==> src/rtl/processor.sv <==
// Single-cycle 16-opcode core with a 16-entry register file and a
// registered general-purpose output port.
// Ports:
//   clk      - sole clock, all state commits on the rising edge
//   rst_n    - asynchronous active-low reset (PC, registers, pin_out to 0)
//   pc       - current program counter (instruction fetch address)
//   ins      - 16-bit instruction at pc, supplied combinationally
//   pin_in   - general-purpose input pins, sampled by IN
//   pin_out  - general-purpose output pins, written only by OUT
module processor #(
  parameter int unsigned BITNESS = 16
) (
  input  logic               clk,
  input  logic               rst_n,
  output logic [BITNESS-1:0] pc,
  input  logic [15:0]        ins,
  input  logic [BITNESS-1:0] pin_in,
  output logic [BITNESS-1:0] pin_out
);

  localparam int unsigned NREGS = 16;

  typedef enum logic [3:0] {
    OP_LDI = 4'h0, OP_LUI = 4'h1, OP_ADD = 4'h2, OP_SUB = 4'h3,
    OP_AND = 4'h4, OP_OR  = 4'h5, OP_OUT = 4'h6, OP_IN  = 4'h7,
    OP_XOR = 4'h8, OP_SHL = 4'h9, OP_SHR = 4'hA, OP_JMP = 4'hB,
    OP_BZ  = 4'hC, OP_BNZ = 4'hD, OP_BRA = 4'hE, OP_HLT = 4'hF
  } op_t;

  logic [BITNESS-1:0] regs [NREGS];

  op_t                op;
  logic [3:0]         rd, ra, rb;
  logic [7:0]         imm8;
  logic [11:0]        off12;
  logic [BITNESS-1:0] rd_val, ra_val, rb_val;

  logic [BITNESS-1:0] pc_nxt;
  logic [BITNESS-1:0] pin_nxt;
  logic               wr_en;
  logic [BITNESS-1:0] wr_data;
  logic [BITNESS-1:0] seq_pc;
  logic [BITNESS-1:0] lui_val;

  // Instruction field decode.
  always_comb begin
    op     = op_t'(ins[15:12]);
    rd     = ins[11:8];
    ra     = ins[7:4];
    rb     = ins[3:0];
    imm8   = ins[7:0];
    off12  = ins[11:0];
    rd_val = regs[rd];
    ra_val = regs[ra];
    rb_val = regs[rb];
  end

  // Execute: next PC, register write-back and pin_out for this cycle.
  always_comb begin
    seq_pc  = pc + BITNESS'(1);
    pc_nxt  = seq_pc;
    pin_nxt = pin_out;
    wr_en   = 1'b0;
    wr_data = '0;
    lui_val = rd_val;
    lui_val[15:8] = imm8;
    unique case (op)
      OP_LDI: begin wr_en = 1'b1; wr_data = BITNESS'(imm8); end
      OP_LUI: begin wr_en = 1'b1; wr_data = lui_val; end
      OP_ADD: begin wr_en = 1'b1; wr_data = ra_val + rb_val; end
      OP_SUB: begin wr_en = 1'b1; wr_data = ra_val - rb_val; end
      OP_AND: begin wr_en = 1'b1; wr_data = ra_val & rb_val; end
      OP_OR:  begin wr_en = 1'b1; wr_data = ra_val | rb_val; end
      OP_XOR: begin wr_en = 1'b1; wr_data = ra_val ^ rb_val; end
      OP_OUT: pin_nxt = rb_val;
      OP_IN:  begin wr_en = 1'b1; wr_data = pin_in; end
      OP_SHL: begin wr_en = 1'b1; wr_data = ra_val << 1; end
      OP_SHR: begin wr_en = 1'b1; wr_data = ra_val >> 1; end
      OP_JMP: pc_nxt = ra_val;
      OP_BZ:  pc_nxt = (rd_val == '0) ? ra_val : seq_pc;
      OP_BNZ: pc_nxt = (rd_val != '0) ? ra_val : seq_pc;
      OP_BRA: pc_nxt = pc + {{(BITNESS-12){off12[11]}}, off12};
      OP_HLT: pc_nxt = pc;
      default: ;
    endcase
  end

  // Architectural state commit.
  always_ff @(posedge clk or negedge rst_n) begin
    if (!rst_n) begin
      pc      <= '0;
      pin_out <= '0;
      for (int i = 0; i < NREGS; i++) regs[i] <= '0;
    end else begin
      pc      <= pc_nxt;
      pin_out <= pin_nxt;
      if (wr_en) regs[rd] <= wr_data;
    end
  end

endmodule

==> config.mk <==
export PLATFORM = sky130hd
export DESIGN_NAME = processor
export DESIGN_NICKNAME = d
export VERILOG_FILES = /design/src/rtl/processor.sv
export SDC_FILE = /design/constraint.sdc
export NUM_CORES = 1
export LEC_CHECK = 0
export ABC_AREA = 0
export CAP_MARGIN = 5
export CELL_PAD_IN_SITES_DETAIL_PLACEMENT = 1
export CELL_PAD_IN_SITES_GLOBAL_PLACEMENT = 2
export CORE_UTILIZATION = 45
export DETAILED_ROUTE_END_ITERATION = 10
export PLACE_DENSITY = 0.9
export SLEW_MARGIN = 15
export SYNTH_ARGS = -nofsm -noshare
export SYNTH_HDL_FRONTEND = slang
export SYNTH_SLANG_ARGS = --single-unit
export TNS_END_PERCENT = 50
==> constraint.sdc <==
create_clock -name clk -period 9.9 [get_ports clk]
set_input_delay 1.485 -clock clk [delete_from_list [all_inputs] [get_ports clk]]
set_output_delay 1.485 -clock clk [all_outputs]
set_load 0.005 [all_outputs]
### Word-level counts from Yosys, hierarchy flattened

Index checks and enable logic that the tools add are counted.

* bits in registers: 288
* input bits: 34
* output and inout bits: 32
* logic and storage cells: 69

* add/subtract/negate cells: 4
* magnitude comparators: 4
* equal/unequal tests: 15
* multiplexer cells: 17
* bitwise logic cells: 6
* reduce and logical (&&, ||, !) cells: 5

Operators with widths (number)
* $bwmux W256: 1
* $bmux W16 S4: 3
* $pmux W16 S10: 1
* $mux W16: 9
* $pmux W16 S5: 1
* $demux W16 S4: 1
* $add A16 B16 Y16: 2
* $eq A4 B4 Y1 const B: 8
* $add A16 B1 Y16 const B: 1
* $and A16 B16 Y16: 1
* $eq A4 B3 Y1 const B: 4
* $logic_not A16 Y1: 1
* $or A16 B16 Y16: 1
* $reduce_bool A16 Y1: 1
* $sub A16 B16 Y16: 1
* $xor A16 B16 Y16: 1
* $ge A5 B5 Y1 const B: 3
* $not A4 Y5: 3
* $reduce_or A10 Y1: 1
* $eq A4 B2 Y1 const B: 2
* $lt A5 B1 Y1 const B: 1
* $eq A4 B1 Y1 const B: 1
* $logic_not A4 Y1: 1
* $logic_and A1 B1 Y1: 1
* $mux W1: 1

### Longest topological paths before layout

* depth after elaboration: 7
* depth in mapped cells: 21
* depth with buffers taken out: 19

### Worst setup path before layout

No wires, ideal clock.

* path type: input-to-reg
* start point: in ins[4]
* end point: reg regs[202] (netlist bit)
* library setup time: 137 ps
* arrival time: 5534 ps
* data required time: 9763 ps
* path slack: 4229 ps
* stages: 18
* path buffers: 4
* path through: buf_2 -> buf_2 -> buf_2 -> mux4_2 -> mux4_2 -> inv_1 -> ha_1 -> fa_1 -> nor2b_1 -> o21ai_1 -> a21boi_0 -> o21ai_1 -> a21oi_1 -> a31oi_1 -> xnor2_1 -> a221oi_1 -> clkbuf_1 -> a21oi_1

* cells in the longest elaborated chain, start to end: 7
* elaborated cells on any way between the ends: 11

Ends and longest elaborated chain
* from (decl): RTL line 16 `input logic [15:0] ins,`
* $not A4 Y5 (not written as such) (*): RTL line 54 `ra_val = regs[ra];`
* $bmux W16 S4 (*): RTL line 54
* $mux W16 (not written as such) (*) (2 in series): RTL line 54
* $sub A16 B16 Y16 (tied with other cells): RTL line 71 `OP_SUB: begin wr_en = 1'b1; wr_data = ra_val - rb_val; end`
* $pmux W16 S10 (*): RTL line 67 `unique case (op)`
* $bwmux W256 (*): RTL line 97 `if (wr_en) regs[rd] <= wr_data;`
* to (signal, indexed assignment): RTL line 97
* to (decl): RTL line 30 `logic [BITNESS-1:0] regs [NREGS];`

Every way passes the cells marked *; elsewhere a longest branch is shown, timed or not. The select of a mux whose other input is x is not followed.
A chain may end at the register's enable or synchronous reset.

### Worst setup path in the final report

* start point: in ins[2]
* end point: reg regs[254] (netlist bit)

* cells in the longest elaborated chain, start to end: 7
* elaborated cells on any way between the ends: 11

Ends and longest elaborated chain
* $not A4 Y5 (not written as such) (*): RTL line 55 `rb_val = regs[rb];`
* $bmux W16 S4 (*): RTL line 55
* $mux W16 (not written as such) (*) (2 in series): RTL line 55
* $sub A16 B16 Y16 (tied with other cells): RTL line 71
* $pmux W16 S10 (*): RTL line 67
* $bwmux W256 (*): RTL line 97

Marked as above.

==> results_dict.tcl <==
set metrics [dict create \
    outcome "finished clean" \
    rsz0062_at_grt "false" \
    num_vias 16400 \
    fin_crit_sh_pct 72.0 \
    io_pins 66 \
    async_reset_ff_share_pct 100 \
    wire_per_inst_um 29.0 \
    clk_latency_ns 0.56 \
    synth_area_leaders "dfrtp_1, mux4_2, nand2_1" \
    drc 0 \
    max_freq_mhz 140 \
    hold_path.class "flop to flop" \
    gr-total-overflow 0 \
    drive_above_1_share_pct 20.5 \
    maxSlewViolCount 0 \
    post-route-min-period_ns 7.13 \
    synth_top_area_share_pct 37.6 \
    synth_simple_gate_area_share_pct 12.1 \
    clockBufferDepth 3 \
    slew_headroom_pct 18.6 \
    synth_flop_cell "dfrtp_1" \
    whs_ns 0.475 \
    dpl.hpwl_um 46400 \
    cp.required_ns 10.27 \
    drt-initial-drc-count 1932 \
    avgViaCountPerCell 6.86 \
    grt_pass1_vias 17100 \
    tightestPinTransition_ns 1.22 \
    synth_xor_xnor_area_share_pct 2.44 \
    grt_max_degree 104 \
    skew_ns 0.0148 \
    n_antenna_cell 0 \
    ctsResizeCount 0 \
    drt_pass1_iterations 8 \
    dp_slack_ns 2.42 \
    syn2layout_area_growth_pct 12.5 \
    grt_first_pass_wirelength_um 107000 \
    dieArea_mm2 0.0434 \
    fp.dieW_um 208 \
    htree_levels 2 \
    drv_cap 0 \
    path_clk_slew_ns 0.05 \
    leakage_uw 0.00887 \
    synth_seq_area_share_pct 37.6 \
    fillerInstances 4477 \
    cts_sinks 288 \
    grt_antenna_before_repair 0 \
    synthesis.area_mm2 0.0192 \
    fin_total_pwr_uw 5920 \
    power_density_mw_per_mm2 275 \
    nets 1923 \
    core.rowCount 75 \
    grtUsageTotal_pct 32.6 \
    syn_area_per_cell_um2 10.6 \
    worstSetupStartpointType "input pin" \
    cp-end-kind "flop" \
    synth-edff-count 0 \
    ir_worst_vdd_mv 0.119 \
    critPathArrivalTime_ns 7.50 \
    holdBufCountCts 0 \
    floorplan.initialDensity_pct 45.7 \
    ys_types 75 \
    synth_top_area_cell "dfrtp_1" \
    hold_violations 0 \
    synth_fa_ha_area_share_pct 4.46 \
    final-setup-viol-count 0 \
    cts_root_buf "clkbuf_16" \
    synth_compound_area_share_pct 16.1 \
    setup_slack_ns 2.77 \
    syn_inst 1809 \
    ant_nets 0 \
    fin_setup_tns_ns 0 \
    cts_tree "done" \
    synth_top_family_by_area "multiplexers" \
    critPathMaxFanout 16 \
    core-area_mm2 0.0419 \
    wl_um 69200 \
    synthMuxAreaShare_pct 23.3 \
    cts_buffers 35 \
    io_buffers 65 \
    synth_seq_cells 288 \
    gp_congestion 0.915 \
    postCtsSetupBuffers 0 \
    yosys_warnings 0 \
    syn_nets 1910 \
    die_height_um 208 \
    crit_type "input pin to flop" \
]
==> synthesized netlist by cell type, drive strengths merged, types with 4 or more instances <==
| cell type | count |
|---|---|
| a22o | 15 |
| nor3 | 18 |
| nor2b | 12 |
| a221o | 5 |
| nor4 | 30 |
| nand3 | 19 |
| and3 | 8 |
| mux2 | 32 |
| o2111ai | 8 |
| a222oi | 10 |
| a211oi | 4 |
| a21oi | 138 |
| a41oi | 4 |
| dfrtp | 288 |
| nand4 | 6 |
| and2 | 10 |
| o21ai | 171 |
| or2 | 6 |
| clkbuf | 105 |
| a21o | 8 |
| a22oi | 26 |
| nor2 | 159 |
| o211ai | 8 |
| xnor2 | 34 |
| a31oi | 13 |
| mux4 | 181 |
| nor3b | 5 |
| ha | 65 |
| a311oi | 4 |
| nand2 | 228 |
| buf | 37 |
| a221oi | 37 |
| o31ai | 4 |
| inv | 40 |
| xor2 | 16 |
| nand2b | 12 |
| o22ai | 6 |
==> placed cells by master, fill, tap and decap left out, types with 9 or more instances in the layout <==
cell	synthesis	layout
clkbuf_16	0	36
clkdlybuf4s50_1	0	57
buf_4	4	57
a22oi_1	26	26
xnor2_1	33	33
nand2_1	228	228
a221oi_1	22	16
a222oi_1	10	10
a221oi_2	13	19
o21ai_0	76	76
and2_1	10	10
nor4_1	29	29
mux2_2	32	32
nor2_1	159	159
xor2_1	16	16
ha_1	65	65
nand2b_1	12	12
mux4_2	181	181
nor3_1	18	13
a31oi_1	13	13
o21ai_1	94	94
a22o_1	15	15
a21oi_1	138	138
nand3_1	19	19
clkbuf_8	0	9
inv_1	38	38
dfrtp_1	288	288
==> layout make-up <==
type	instances	area (µm²)	area share, %
clock buffers	52	1050	4.88
well taps	539	674	3.13
multi-input cells	1338	11300	52.3
clock inverters	11	149	0.691
flip-flops and latches	288	7210	33.5
inverters	41	154	0.715
repair buffers	118	1030	4.78
==> per-stage QoR <==
step / std cells / instance area (µm²) / util, %
finish: 2387 / 21500 / 51.3
global route: 2387 / 21500 / 51.3
CTS: 2387 / 21500 / 51.3
detailed placement: 2324 / 20300 / 48.5
global placement: 2324 / 20300 / 48.5
floorplan: 1809 / 19200 / -
==> final timing paths <==
| path | startpoint | to | slack (ns) | cells after the start |
|---|---|---|---|---|
| min in group asynchronous | rst_n | pc[12] | 0.97 | 1 |
| hold / removal | pin_out[12] | pin_out[12] | 0.48 | 2 |
| setup reg to reg | regs[145] | regs[254] | 4.16 | 16 |
| max in group asynchronous | rst_n | regs[86] | 7.40 | 2 |
| setup / recovery | ins[2] | regs[254] | 2.77 | 18 |
| hold reg to reg | pin_out[12] | pin_out[12] | 0.48 | 2 |
==> power breakdown <==
group	internal [µW]	switching, µW	leakage (µW)
registers	1560	478	0.00367
logic	1160	1350	0.00461
clock network	816	540	0.000595
total	3540	2370	0.00887
==> registers in the layout, indices dropped and copies added, names as in the netlist <==
name,cells
regs,256
pc,16
pin_out,16
==> worst max-delay path, stage by stage <==
cell,delay (ns)
clkdlybuf4s50_1,0.82
nor2b_1,0.33
buf_4,0.24
a22o_1,0.25
a221oi_2,0.64
ha_1,0.37
nand2_1,0.05
o21ai_0,0.16
fa_1,0.50
nor2b_1,0.14
o21ai_1,0.09
a21boi_0,0.30
o21ai_1,0.15
a211o_1,0.31
a311oi_1,0.34
nor4_1,0.12
nor3b_2,0.97
a21oi_1,0.21
==> layer usage <==
layer / global-route usage (%) / vias to the layer above / wire [µm]
met2: 51.7 / 849 / 32700
met4: 15.6 / 0 / 3200
li1: - / 6862 / -
met5: 0 / - / 0
met3: 5.03 / 210 / 5730
met1: 44.1 / 8454 / 27500
==> kinds of logic after synthesis <==
logic type	count (synthesis)
AND/OR/NAND/NOR	524
AO/OA/AOI/OAI	481
flip-flops	288
multiplexers	215
buffers and inverters	183
adder cells (fa/ha/maj)	67
XOR/XNOR	51
Note: power is estimated with default switching activity, not from simulation.
